<file path="config.mk">
export PLATFORM = sky130hd
export DESIGN_NAME = udma_rx_lin_addrgen
export DESIGN_NICKNAME = d
export VERILOG_FILES = /design/src/rtl/udma_pkg.sv /design/src/rtl/udma_rx_lin_addrgen.sv
export SDC_FILE = /design/constraint.sdc
export NUM_CORES = 1
export LEC_CHECK = 0
export ABC_AREA = 1
export BUFFER_PORTS_ARGS = -buffer_cell sky130_fd_sc_hd__buf_2
export CORE_ASPECT_RATIO = 1.25
export CORE_MARGIN = 3
export CORE_UTILIZATION = 35
export DETAILED_ROUTE_END_ITERATION = 6
export GPL_TIMING_DRIVEN = 0
export SLEW_MARGIN = 20
export SYNTH_ARGS = -nofsm -noshare
export SYNTH_HDL_FRONTEND = slang
export SYNTH_SLANG_ARGS = --single-unit
export TNS_END_PERCENT = 10
</file>
<file path="constraint.sdc">
create_clock -name clk_i -period 5.2 [get_ports clk_i]
set_clock_uncertainty 0.05 [all_clocks]
set_input_delay 0 -clock clk_i [delete_from_list [all_inputs] [get_ports clk_i]]
set_output_delay 0 -clock clk_i [all_outputs]
set_load 0.02 [all_outputs]
</file>
<file path="src/rtl/udma_pkg.sv">
// Shared uDMA channel types, datasize encodings and the linear RX engine states.
package udma_pkg;

    localparam int CH_AWIDTH = 21;
    localparam int CH_TWIDTH = 20;

    typedef logic [CH_AWIDTH-1:0] ch_addr_t;
    typedef logic [CH_TWIDTH-1:0] ch_transize_t;
    typedef logic [1:0]           ch_datasize_t;
    typedef logic [31:0]          ch_data_t;

    localparam ch_datasize_t UDMA_DS_BYTE = 2'b00;
    localparam ch_datasize_t UDMA_DS_HALF = 2'b01;
    localparam ch_datasize_t UDMA_DS_WORD = 2'b10;

    typedef enum logic [1:0] {
        IDLE,
        RUN,
        LAST,
        ABORT
    } udma_rx_lin_state_e;

    // Encoding 11 is handled as a word beat.
    function automatic logic [2:0] step_of(ch_datasize_t ds);
        logic [2:0] s;
        case (ds)
            UDMA_DS_BYTE: s = 3'd1;
            UDMA_DS_HALF: s = 3'd2;
            default:      s = 3'd4;
        endcase
        return s;
    endfunction

endpackage

</file>
<file path="src/rtl/udma_rx_lin_addrgen.sv">
// Linear RX channel engine: peripheral beats -> L2 writes with auto-increment.
// Optional start-alignment check when UDMA_RX_LIN_ALIGN_CHK_EN is defined.
module udma_rx_lin_addrgen
    import udma_pkg::*;
#(
    parameter int L2_AWIDTH_NOAL = CH_AWIDTH,
    parameter int TRANS_SIZE     = CH_TWIDTH
) (
    input  logic                      clk_i,
    input  logic                      rst_i,
    input  logic [L2_AWIDTH_NOAL-1:0] cfg_startaddr_i,
    input  logic [TRANS_SIZE-1:0]     cfg_size_i,
    input  logic [1:0]                cfg_datasize_i,
    input  logic                      cfg_continuous_i,
    input  logic                      cfg_en_i,
    input  logic                      cfg_clr_i,
    output logic [L2_AWIDTH_NOAL-1:0] cfg_curr_addr_o,
    output logic [TRANS_SIZE-1:0]     cfg_bytes_left_o,
    output logic                      cfg_en_o,
    output logic                      cfg_pending_o,
    output logic                      evt_o,
    output logic                      err_o,
    input  logic [31:0]               data_i,
    input  logic                      valid_i,
    output logic                      ready_o,
    output logic                      l2_req_o,
    output logic [L2_AWIDTH_NOAL-1:0] l2_addr_o,
    output logic [31:0]               l2_data_o,
    output logic [1:0]                l2_datasize_o,
    input  logic                      l2_gnt_i
);

    udma_rx_lin_state_e state, state_n;

    logic [L2_AWIDTH_NOAL-1:0] addr_q, addr_n;
    logic [L2_AWIDTH_NOAL-1:0] start_q, start_n;
    logic [TRANS_SIZE-1:0]     left_q, left_n;
    logic [TRANS_SIZE-1:0]     size_q, size_n;
    ch_datasize_t              ds_q, ds_n;
    logic                      cont_q, cont_n;

    logic [L2_AWIDTH_NOAL-1:0] sh_addr_q, sh_addr_n;
    logic [TRANS_SIZE-1:0]     sh_size_q, sh_size_n;
    ch_datasize_t              sh_ds_q, sh_ds_n;
    logic                      sh_cont_q, sh_cont_n;
    logic                      pend_q, pend_n;

    logic                      req_q, req_n;
    logic [L2_AWIDTH_NOAL-1:0] b_addr_q, b_addr_n;
    ch_data_t                  b_data_q, b_data_n;
    ch_datasize_t              b_ds_q, b_ds_n;

    logic evt_q, evt_n, evt_now;
    logic err_q, err_n;
    logic misalign, en_ok, accept, grant, last_beat;
    logic [2:0] step;

`ifdef UDMA_RX_LIN_ALIGN_CHK_EN
    assign misalign = ((cfg_datasize_i == UDMA_DS_HALF) & cfg_startaddr_i[0])
                    | (cfg_datasize_i[1] & (|cfg_startaddr_i[1:0]));
    assign err_n    = ~cfg_clr_i & (err_q | (cfg_en_i & misalign));
`else
    assign misalign = 1'b0;
    assign err_n    = 1'b0;
`endif

    assign step      = step_of(ds_q);
    assign en_ok     = cfg_en_i & ~cfg_clr_i & ~misalign;
    assign ready_o   = (state == RUN) & (~req_q | l2_gnt_i) & ~cfg_clr_i;
    assign accept    = valid_i & ready_o;
    assign grant     = req_q & l2_gnt_i;
    assign last_beat = left_q <= TRANS_SIZE'(step);

    always_comb begin
        state_n   = state;
        addr_n    = addr_q;
        start_n   = start_q;
        left_n    = left_q;
        size_n    = size_q;
        ds_n      = ds_q;
        cont_n    = cont_q;
        sh_addr_n = sh_addr_q;
        sh_size_n = sh_size_q;
        sh_ds_n   = sh_ds_q;
        sh_cont_n = sh_cont_q;
        pend_n    = pend_q;
        req_n     = req_q;
        b_addr_n  = b_addr_q;
        b_data_n  = b_data_q;
        b_ds_n    = b_ds_q;
        evt_n     = 1'b0;
        evt_now   = 1'b0;

        if (en_ok && state != IDLE) begin
            sh_addr_n = cfg_startaddr_i;
            sh_size_n = cfg_size_i;
            sh_ds_n   = cfg_datasize_i;
            sh_cont_n = cfg_continuous_i;
            pend_n    = 1'b1;
        end

        if (accept) begin
            req_n    = 1'b1;
            b_addr_n = addr_q;
            b_data_n = data_i;
            b_ds_n   = ds_q;
        end else if (grant) begin
            req_n = 1'b0;
        end

        case (state)
            IDLE: begin
                if (en_ok) begin
                    if (cfg_size_i != '0) begin
                        addr_n  = cfg_startaddr_i;
                        start_n = cfg_startaddr_i;
                        left_n  = cfg_size_i;
                        size_n  = cfg_size_i;
                        ds_n    = cfg_datasize_i;
                        cont_n  = cfg_continuous_i;
                        state_n = RUN;
                    end else begin
                        evt_n = 1'b1;
                    end
                end
            end
            RUN: begin
                if (accept) begin
                    addr_n = addr_q + L2_AWIDTH_NOAL'(step);
                    left_n = last_beat ? '0 : left_q - TRANS_SIZE'(step);
                    if (last_beat) state_n = LAST;
                end
            end
            LAST: begin
                if (grant) begin
                    evt_now = 1'b1;
                    // pend_n also covers an enable arriving on this very cycle
                    if (pend_n) begin
                        addr_n  = sh_addr_n;
                        start_n = sh_addr_n;
                        left_n  = sh_size_n;
                        size_n  = sh_size_n;
                        ds_n    = sh_ds_n;
                        cont_n  = sh_cont_n;
                        pend_n  = 1'b0;
                        state_n = RUN;
                    end else if (cont_q) begin
                        addr_n  = start_q;
                        left_n  = size_q;
                        state_n = RUN;
                    end else begin
                        state_n = IDLE;
                    end
                end
            end
            ABORT: begin
                if (grant) state_n = IDLE;
            end
            default: state_n = IDLE;
        endcase

        if (cfg_clr_i) begin
            pend_n  = 1'b0;
            evt_now = 1'b0;
            state_n = (req_q & ~l2_gnt_i) ? ABORT : IDLE;
        end
    end

    always_ff @(posedge clk_i or posedge rst_i) begin
        if (rst_i) begin
            state     <= IDLE;
            addr_q    <= '0;
            start_q   <= '0;
            left_q    <= '0;
            size_q    <= '0;
            ds_q      <= '0;
            cont_q    <= 1'b0;
            sh_addr_q <= '0;
            sh_size_q <= '0;
            sh_ds_q   <= '0;
            sh_cont_q <= 1'b0;
            pend_q    <= 1'b0;
            req_q     <= 1'b0;
            b_addr_q  <= '0;
            b_data_q  <= '0;
            b_ds_q    <= '0;
            evt_q     <= 1'b0;
            err_q     <= 1'b0;
        end else begin
            state     <= state_n;
            addr_q    <= addr_n;
            start_q   <= start_n;
            left_q    <= left_n;
            size_q    <= size_n;
            ds_q      <= ds_n;
            cont_q    <= cont_n;
            sh_addr_q <= sh_addr_n;
            sh_size_q <= sh_size_n;
            sh_ds_q   <= sh_ds_n;
            sh_cont_q <= sh_cont_n;
            pend_q    <= pend_n;
            req_q     <= req_n;
            b_addr_q  <= b_addr_n;
            b_data_q  <= b_data_n;
            b_ds_q    <= b_ds_n;
            evt_q     <= evt_n;
            err_q     <= err_n;
        end
    end

    assign cfg_curr_addr_o  = addr_q;
    assign cfg_bytes_left_o = left_q;
    assign cfg_en_o         = state != IDLE;
    assign cfg_pending_o    = pend_q;
    assign evt_o            = evt_q | evt_now;
    assign err_o            = err_q;
    assign l2_req_o         = req_q;
    assign l2_addr_o        = b_addr_q;
    assign l2_data_o        = b_data_q;
    assign l2_datasize_o    = b_ds_q;

endmodule
</file>
# Word level (Yosys, flattened, before mapping)

Cells that the tools add are included.

Bits in registers: 189
Input port bits: 82
Output and inout bits: 102
Logic and storage cells: 117

$add $sub $neg: 2
Magnitude comparators: 1
Eq/ne operators: 16
Muxes and demuxes: 59
Bitwise operators: 11
Reductions and logical operators: 11

Operators by type and width:

| operator                                            | count |
|---|---|
| 2-to-1 mux 20 bit                                   | 10 |
| 2-to-1 mux 21 bit                                   | 9 |
| case mux 21 bit (3 select lines)                    | 1 |
| case mux 20 bit (3 select lines)                    | 1 |
| case mux 21 bit (2 select lines)                    | 1 |
| case mux 20 bit (2 select lines)                    | 1 |
| 2-to-1 mux 2 bit                                    | 13 |
| adder 21 x 3 -> 21 bit                              | 1 |
| != test 3 bit, second input constant                | 7 |
| <= comparator 20 x 3 -> 1 bit                       | 1 |
| nonzero test 20 bit                                 | 1 |
| subtractor 20 x 3 -> 20 bit                         | 1 |
| 2-to-1 mux 1 bit                                    | 19 |
| AND reduction 6 bit                                 | 2 |
| != test 2 bit, second input constant                | 5 |
| case mux 2 bit (4 select lines)                     | 1 |
| bitwise AND 1 bit                                   | 6 |
| case mux 3 bit (2 select lines)                     | 1 |
| nonzero test 2 bit                                  | 3 |
| AND reduction 5 bit                                 | 1 |
| equality test 2 x 1 -> 1 bit, second input constant | 2 |
| equality test 2 bit, second input constant          | 2 |
| logical NOT 2 bit                                   | 2 |
| case mux 2 bit (2 select lines)                     | 1 |
| 5 further kinds                                     | 8 |

# Longest topological paths before layout

Depth in word-level cells: 8
Depth in mapped cells: 16
Mapped depth without buffers: 15

# Worst setup path after synthesis

No wires, ideal clock.

Path type: register -> register
Start point: register ds_q[1]
End point: register addr_q[10] (netlist: cfg_curr_addr_o[10])
Data arrival time: 2.021 ns
Required time: 5.033 ns
Slack: 3.012 ns
Stages on the path, launching flop included: 15
Path buffers: 0
Path through: dfrtp_1 -> nor2_1 -> ha_1 -> inv_1 -> fa_1 -> inv_1 -> nand2_1 -> nand2_1 -> nand2_1 -> nor2_1 -> nand3_1 -> nand3_1 -> nand3_1 -> nand2_1 -> nand2_1

Cells in the longest elaborated chain, start to end: 5
Elaborated cells on any way between the ends: 6

RTL lines:

| item                                                                     | RTL line                   | source |
|---|---|---|
| from (decl)                                                              | udma_rx_lin_addrgen.sv:39  | `ch_datasize_t ds_q, ds_n;` |
| from (signal assigned)                                                   | udma_rx_lin_addrgen.sv:195 | `ds_q <= ds_n;` |
| equality test 2 x 1 -> 1 bit / logical NOT 2 bit (equally long branches) | udma_pkg.sv:26             | `case (ds)` |
| case mux 3 bit (2 select lines) *                                        | udma_pkg.sv:26             |  |
| adder 21 x 3 -> 21 bit *                                                 | udma_rx_lin_addrgen.sv:129 | `addr_n = addr_q + L2_AWIDTH_NOAL'(step);` |
| 2-to-1 mux 21 bit *                                                      | udma_rx_lin_addrgen.sv:128 | `if (accept) begin` |
| case mux 21 bit (3 select lines) *                                       | udma_rx_lin_addrgen.sv:111 | `case (state)` |
| to (signal assigned)                                                     | udma_rx_lin_addrgen.sv:191 | `addr_q <= addr_n;` |
| to (decl)                                                                | udma_rx_lin_addrgen.sv:35  | `logic [L2_AWIDTH_NOAL-1:0] addr_q, addr_n;` |

Every way passes the cells marked *; elsewhere a longest branch is shown, timed or not. The select of a mux whose other input is x is not followed.
A chain may end at the register's enable or synchronous reset.

# Final worst setup path

Start point: register ds_q[1]
End point: register state[0]

Cells in the longest elaborated chain, start to end: 5
Elaborated cells on any way between the ends: 6

RTL lines:

| item                                                                     | RTL line                   | source |
|---|---|---|
| equality test 2 x 1 -> 1 bit / logical NOT 2 bit (equally long branches) | udma_pkg.sv:26             |  |
| case mux 3 bit (2 select lines) *                                        | udma_pkg.sv:26             |  |
| <= comparator 20 x 3 -> 1 bit *                                          | udma_rx_lin_addrgen.sv:72  | `assign last_beat = left_q <= TRANS_SIZE'(step);` |
| != test 3 bit (no source line) *                                         | --                         |  |
| AND reduction 6 bit (no source line) *                                   | --                         |  |
| to (signal assigned)                                                     | udma_rx_lin_addrgen.sv:190 | `state <= state_n;` |
| to (decl)                                                                | udma_rx_lin_addrgen.sv:33  | `udma_rx_lin_state_e state, state_n;` |

Every way passes the cells marked *; elsewhere a longest branch is shown, timed or not.

==> flow_metrics.tcl <==
set metrics [dict create \
    die_h_um 201 \
    cts_sinks 189 \
    dr.max_layer_used "met4" \
    synthTopCellsByArea "dfrtp_1 (45%), nand2_1 (19%), inv_1 (5.4%)" \
    io_buffer_count 182 \
    period_minus_slack_ps 3010 \
    worstPathArrival_ps 3340 \
    synth-edff-count 0 \
    synth_top_family_by_area "simple AND/OR/NAND/NOR gates" \
    globalRouteTotalUtil_pct 22.7 \
    setup_viol 0 \
    io_pins 184 \
    coreArea_um2 29600 \
    synthMuxAreaShare_pct 3.72 \
    p_comb_share_pct 54.9 \
    dpl.cell_count 2047 \
    yosys_most_used_dff "dfrtp_1" \
    synth.top_cells.by_count "nand2_1 (536), dfrtp_1 (189), inv_1 (152), nor2_1 (144)" \
    start_util_pct 35.8 \
    wire_per_inst_um 17.1 \
    run_status "complete, no violations" \
    cts_hold_buf 82 \
    cp-end-kind "register" \
    viasPerCell 4.92 \
    synthXorXnorAreaFrac_pct 0.743 \
    p_per_area_nw_per_um2 668 \
    max_cap_viol_count 0 \
    route.met2.wl_um 17800 \
    switching_power_w 0.00447 \
    synth_fp_nets 1563 \
    wl_met3_um 2670 \
    grt_setup_unrepaired "no" \
    finalWirelength_um 36900 \
    nets 1847 \
    place.gp.congestion 0.917 \
    synthSimpleGateAreaFrac_pct 32.0 \
    die-area_um2 32400 \
    grt_max_degree 98 \
    clk_pin_slew_ps 80 \
    grt_pass1_wl_um 57800 \
    clock_latency_ps 460 \
    area_growth_pct 26.9 \
    p_int_w 0.00453 \
    synth_compound_area_share_pct 8.80 \
    period_share_pct 57.9 \
    rows 70 \
    cp_max_fo 5 \
    first_global_vias 10600 \
    drive_gt1_share_pct 17.9 \
    p_total_w 0.00899 \
    finalHoldViolations 0 \
    critical_path_class "reg -> reg" \
    ys_ff_latch 189 \
    sw_frac_of_total_pct 49.6 \
    syn_avg_cell_area_um2 7.23 \
    wl_met1_um 15100 \
    yosysTopAreaCell "dfrtp_1" \
    power_leakage_nw 7.23 \
    power_frac_seq_pct 30.0 \
    hold_path.class "in -> async" \
    yosysSeqAreaShare_pct 44.6 \
    fmax_mhz 332 \
    netlist_area_um2 10600 \
    antenna_found_initial 0 \
    clk_path_buf_depth 2 \
    die_w_um 162 \
    yosysWarningCount 0 \
    hpwlAfterDp_um 26700 \
    cts-root-buf "clkbuf_16" \
    diodes 0 \
    post_cts_buffers 0 \
    p_clk_share_pct 15.1 \
    netlist.area_leader.share_pct 44.6 \
    cp-start-kind "register" \
    ir_drop_uv 348 \
    antenna_left 0 \
    via_count 10600 \
    dr.pass1.iters 6 \
    synthCells 1468 \
    cts_tree "built" \
    drv_slew 0 \
    worst_pin_slew_ps 772 \
    h-tree-depth 4 \
    drtIter0Drc 744 \
    crit_required_ps 5530 \
    synthAdderAreaFrac_pct 1.67 \
    grt_overflow 0 \
    synthArstFlopShare_pct 100 \
    postCtsResizedCells 0 \
    synthDistinctLibCells 31 \
    maxSlewHeadroom_pct 48.5 \
    yosysMostFrequentCell "nand2_1" \
    drc 0 \
    layout.cells.non_filler 2161 \
    cts-buffers-inserted 17 \
]
==> final cells by class <==
type                            instances  area, µm²
Clock buffer                           17        425
Inverter                              158        601
Multi-Input combinational cell       1056       4990
Timing Repair Buffer                  265       1760
Fill cell                            3013      16100
Clock inverter                         15        170
Tap cell                              396        495
Buffer                                 65        298
Sequential cell                       189       4730
==> per-layer routing <==
layer / vias to the layer above / GRT usage (%)
li1: 5140 / -
met1: 5001 / 28.7
met2: 417 / 38.7
met4: 0 / 7.77
met5: - / 0
met3: 75 / 4.52
==> stage by stage <==
step	setup slack [ps]	hold WS, ps	area [µm²]	utilization (%)	TNS, ps
after floorplan	7.87	21.8	10600	-	0
after global placement	-2390	186	12000	40.6	-449000
after detailed placement	2200	103	12000	40.7	0
after CTS	2190	177	13500	45.5	0
after global routing	1960	214	13500	45.5	0
final	2190	151	13500	45.5	0
==> logic make-up after synthesis <==
family / after synthesis
buf+inv: 223
compound gates: 166
fa+ha+maj: 13
xor+xnor: 9
mux: 35
other cells: 1
flops: 189
simple gates: 832
==> cell usage in the layout, fill, tap and decap left out, drive strengths merged, types with 4 or more instances in the layout <==
master,n
mux2,35
ha,11
inv,167
nand2,539
dfrtp,189
a21boi,8
clkbuf,53
dlygate4sd3,82
nor2,147
o21ai,96
nand3,97
xnor2,4
xor2,5
or2,31
buf,212
nand4,10
o21a,32
a21oi,29
==> sequential cells by signal (all words and copies together), names as in the netlist, 2 cells and up <==
signal and flops:
ds_q 2, l2_datasize_o 2, cfg_bytes_left_o 20, sh_size_q 20, state 2, cfg_curr_addr_o 21, l2_addr_o 21, size_q 20
start_q 21, sh_addr_q 21, sh_ds_q 2, l2_data_o 32
==> final timing paths <==
kind | start | end | slack [ps] | depth (start not counted)
min in group clk_i | valid_i | l2_req_o$_DFFE_PP0P_ | 180 | 4
min | rst_i | l2_data_o[23]$_DFFE_PP0P_ | 150 | 3
max | ds_q[1]$_DFFE_PP0P_ | state[0]$_DFFE_PP0P_ | 2190 | 13
min reg2reg | sh_addr_q[8]$_DFF_PP0_ | sh_addr_q[8]$_DFF_PP0_ | 430 | 2
max in group asynchronous | rst_i | cfg_bytes_left_o[15]$_DFFE_PP0P_ | 3980 | 4
max reg2reg | ds_q[1]$_DFFE_PP0P_ | state[0]$_DFFE_PP0P_ | 2190 | 13
==> power by group through the flow <==
stage	sequential [W]	clock [W]	combinational, W
floorplan	0.00306	0	0.00286
global placement	0.00270	0	0.00480
detailed placement	0.00272	0	0.00486
CTS	0.00269	0.00138	0.00494
global route	0.00280	0.00145	0.00553
finish	0.00270	0.00136	0.00494
==> critical path, stage by stage, from the launching register on <==
cell and delay [ps]:
dfrtp_1 510, nor2_1 340, ha_1 240, inv_1 60, fa_1 390, nand2_1 70, nand2_1 130, nand2_1 100
nand2_1 80, o21ai_0 560, nand2_1 200, nand2_1 120, nand2_1 50, nand2_1 50
No activity file was read; power rests on OpenSTA's default activity.
